==> src/rtl/convolution_mac.sv <==
// rtl/convolution_mac.sv - signed saturating multiply-accumulate PE (optional o_sat via CONVOLUTION_MAC_SATFLAG_EN)
module convolution_mac #(
  parameter int I_X    = 8,
  parameter int I_W    = 8,
  parameter int I_PSUM = 16,
  parameter int O_SAT  = 16
) (
  input  logic                     i_clk,
  input  logic                     i_rst,
  input  logic signed [I_X-1:0]    i_x,
  input  logic signed [I_W-1:0]    i_w,
  input  logic signed [I_PSUM-1:0] i_psum,
  output logic signed [O_SAT-1:0]  o_psum
`ifdef CONVOLUTION_MAC_SATFLAG_EN
  ,
  output logic                     o_sat
`endif
);

  localparam int P_W = I_X + I_W;
  localparam int M_A = (O_SAT > P_W) ? O_SAT : P_W;
  localparam int M_B = (M_A > I_PSUM) ? M_A : I_PSUM;
  // Two guard bits: adding three in-range operands can never overflow.
  localparam int S_W = M_B + 2;

  localparam logic signed [S_W-1:0] SAT_MAX = {{(S_W-O_SAT+1){1'b0}}, {(O_SAT-1){1'b1}}};
  localparam logic signed [S_W-1:0] SAT_MIN = {{(S_W-O_SAT+1){1'b1}}, {(O_SAT-1){1'b0}}};

  logic signed [P_W-1:0]    x_ext, w_ext, prod;
  logic signed [I_PSUM-1:0] ps_r;
  logic signed [O_SAT-1:0]  acc, acc_next;
  logic signed [S_W-1:0]    acc_ext, prod_ext, ps_ext, sum;

  // Operand extension to full product width so the multiply keeps every bit.
  always_comb begin
    x_ext = {{I_W{i_x[I_X-1]}}, i_x};
    w_ext = {{I_X{i_w[I_W-1]}}, i_w};
  end

  // Stage 1: register the full-width product and the incoming partial sum.
  always_ff @(posedge i_clk or posedge i_rst) begin
    if (i_rst) begin
      prod <= '0;
      ps_r <= '0;
    end else begin
      prod <= x_ext * w_ext;
      ps_r <= i_psum;
    end
  end

  // Wide sum and clamp to the signed output range.
  always_comb begin
    acc_ext  = {{(S_W-O_SAT){acc[O_SAT-1]}}, acc};
    prod_ext = {{(S_W-P_W){prod[P_W-1]}}, prod};
    ps_ext   = {{(S_W-I_PSUM){ps_r[I_PSUM-1]}}, ps_r};
    sum      = acc_ext + prod_ext + ps_ext;
    acc_next = sum[O_SAT-1:0];
    if (sum > SAT_MAX) begin
      acc_next = SAT_MAX[O_SAT-1:0];
    end else if (sum < SAT_MIN) begin
      acc_next = SAT_MIN[O_SAT-1:0];
    end
  end

  // Stage 2: accumulator register, which is also the output.
  always_ff @(posedge i_clk or posedge i_rst) begin
    if (i_rst) begin
      acc <= '0;
    end else begin
      acc <= acc_next;
    end
  end

  assign o_psum = acc;

`ifdef CONVOLUTION_MAC_SATFLAG_EN
  logic clamp;
  assign clamp = (sum > SAT_MAX) || (sum < SAT_MIN);

  // Flag cycles where the accumulator update was clamped.
  always_ff @(posedge i_clk or posedge i_rst) begin
    if (i_rst) begin
      o_sat <= 1'b0;
    end else begin
      o_sat <= clamp;
    end
  end
`endif

endmodule

==> config.mk <==
export PLATFORM = sky130hd
export DESIGN_NAME = convolution_mac
export DESIGN_NICKNAME = d
export VERILOG_FILES = /design/src/rtl/convolution_mac.sv
export SDC_FILE = /design/constraint.sdc
export NUM_CORES = 1
export LEC_CHECK = 0
export CAP_MARGIN = 10
export CORE_MARGIN = 5
export CORE_UTILIZATION = 59
export CTS_CLUSTER_SIZE = 12
export DETAILED_ROUTE_END_ITERATION = 10
export PLACE_DENSITY = 0.8
export SLEW_MARGIN = 25
export SYNTH_ARGS = -nofsm -noshare
export SYNTH_HDL_FRONTEND = slang
export SYNTH_SLANG_ARGS = --single-unit
==> constraint.sdc <==
create_clock -name i_clk -period 3.99 [get_ports i_clk]
set_clock_uncertainty 0.05 [all_clocks]
set_input_delay 0.5985 -clock i_clk [delete_from_list [all_inputs] [get_ports i_clk]]
set_output_delay 0.5985 -clock i_clk [all_outputs]
set_load 0.005 [all_outputs]
==> metrics.yaml <==
gr-total-overflow: 0
grt_pass1_vias: 4114
rr_endpoint: "o_psum[0]"
synth.distinct_cells: 49
wl_met1_mm: 4.384
synth_edf_count: 0
max-cap-violations: 0
hold_end: "prod[0]"
setup.worst_path.end_class: "flip-flop"
worstHoldStart: "i_w[0]"
diodes: 0
synth_flop_cell: "dfrtp_1"
rsz0062_at_grt: "yes"
finalWirelength_mm: 10.91
min_path_cells: 3
syn_avg_cell_area_um2: 10.32
grt_max_degree: 49
synth_area_leaders: "fa_1 28%, dfrtp_1 24%, ha_1 11%"
drtIter0Drc: 204
hold_viol_final: 0
netlist_instances: 494
crit_type: "in2reg"
clk_path_buf_depth: 2
core_area_um2: 8551
antenna_left: 0
dr_wl_met2_mm: 5.970
synthAdderAreaFrac: 0.3933
drv_slew: 0
cp_max_fo: 5
yosys-top-cells-count: "95 x inv_1, 72 x fa_1, 48 x dfrtp_1"
grtUsageTotal: 0.2231
worstHoldPathType: "in2reg"
crit_arrival_ps: 4450
yosys_warnings: 0
cts_tree: "yes"
place_area_um2: 6103
worst_ep_required_time_ps: 4170
die_y_um: 102.9
gp_congestion: 0.9076
cts_buffers: 5
num_rows: 34
wl_per_cell_um: 15.32
muxShareOfSynthArea: 0
path_clk_slew_ps: 100
ys_seq_elements: 48
areaGrowthSynthToFinish_pct: 26.81
worst_pin_slew_ps: 811.7
crit_path_start_kind: "input port"
synth_top_area_frac: 0.2828
post-dp-hpwl_mm: 8.709
period_share: 1.071
final_cell_area_um2: 6462
drive_gt1_frac: 0.2550
wl_met3_um: 357
synthesis.nets: 645
synth-async-reset-ratio: 1.000
synth.most_common_cell: "inv_1"
htree_levels: 2
yosysSeqAreaShare: 0.2357
top_layer_used: "met4"
worst_slack_ps: -283.4
grt_pass1_wl_mm: 18.47
status: "finished with violations"
antenna_found_initial: 0
root_buffer: "clkbuf_8"
period_minus_slack_ps: 4273
synth_top_family_by_area: "adder cells"
synth_xor_area_frac: 0.05500
violations: "setup timing"
reg2reg_depth: 12
slew_headroom: 0.4582
hold_buffers: 0
fp.dieW_um: 102.9
setup_viol: 6
yosys.area.top_type: "fa_1"
drcViolationCount: 0
synth-simple-area-share: 0.1178
fmax_mhz: 234.0
numPortBuffers: 49
via_per_inst: 5.295
insertion_delay_ps: 310
r2r_slack_ps: 210
firstDrtPassIters: 4
synth_compound_area_frac: 0.1205
syn_area_um2: 5096
routed-via-count: 3770
dieArea_um2: 10600
ioPinCount: 50
initial_core_util: 0.5960
cts_sinks: 48
timing.rr.start: "o_psum[1]"
final_nets: 754
[routing by layer]
metal,up-vias,GRT usage
met1,1888,0.2682
met3,17,0.02571
met4,0,0.05976
li1,1788,-
met5,-,0
met2,77,0.4203
[how the worst max path moves through the flow]
stage,startpoint,end,slack (ps),cells after the start
3_5_place_dp,i_x[1],prod[15],-1200,16
2_1_floorplan,i_w[2],prod[15],-340,15
3_3_place_gp,i_x[2],prod[15],-1010,15
6_report,i_x[4],prod[15],-280,19
4_1_cts,i_x[5],prod[15],-260,16
5_1_grt,i_w[7],prod[15],-420,16
[repair_timing]
item	4_1_cts	5_1_grt
pin swaps	45	4
setup endpoints to repair	8	6
buffers inserted	8	2
gates resized for setup	121	9
[state kept, by name, indices dropped and copies added, names as in the netlist]
register and cells:
o_psum 16, prod 16, ps_r 16
[worst max-delay path, stage by stage]
cell,delay [ps]
buf_4,130
buf_4,130
and2_4,130
ha_4,250
inv_1,40
fa_1,470
inv_1,40
ha_1,270
inv_2,40
fa_1,520
inv_1,60
ha_1,270
a21o_1,210
a21oi_4,180
nor2b_4,50
or4_4,510
a211oi_4,260
a21oi_2,90
xnor2_1,180
[cell families (layout without fill, tap and decap cells)]
family | Yosys count | count (layout)
DFF | 48 | 48
adders and majority gates | 117 | 117
buffers and inverters | 99 | 209
and+or+nand+nor | 116 | 116
AOI/OAI and AO/OA | 85 | 85
xor gates and xnor gates | 29 | 29
[cells in the final DEF, fill, tap and decap left out, drive strengths merged, types with 2 or more instances in the layout]
cell           Yosys  layout
buf                4      71
nand2b             4       4
a221oi             2       2
fa                72      72
a21o               9       9
o21ai             15      15
clkbuf             0       6
and3               3       3
inv               95      94
nand2             33      33
o21a               4       4
nor3               3       3
clkdlybuf4s50      0      33
a21boi             2       2
xor2               8       8
dfrtp             48      48
clkinvlp           0       2
a211oi             4       4
nor2              18      18
nand3              7       7
and2              37      37
xnor2             21      21
ha                45      45
a21oi             38      38
or4                2       2
nor2b              7       7
[layout make-up]
type                    count  area, um^2
multi-input cells         347        3731
clock inverters             3       46.29
flip-flops and latches     48        1201
clock buffers               5       68.82
fillers                   560        2088
well taps                 108       135.1
repair buffers            106       918.4
inverters                  95       361.6
[through the flow]
step | hold slack (ps) | setup slack, ps | cells | TNS [ps] | util
finish | 592.7 | -283.4 | 712 | -1168 | 0.7558
global route | 593.0 | -424.9 | 712 | -1938 | 0.7558
CTS | 588.9 | -264.4 | 710 | -991.0 | 0.7521
detailed placement | 631.7 | -1196 | 694 | -7467 | 0.7138
global placement | 611.1 | -1010 | 694 | -6307 | 0.7138
floorplan | 579.9 | -337.8 | 494 | -902.3 | -
Power is not shown: default switching activity piles up to over one toggle a cycle in this logic, so the estimate is an artifact.
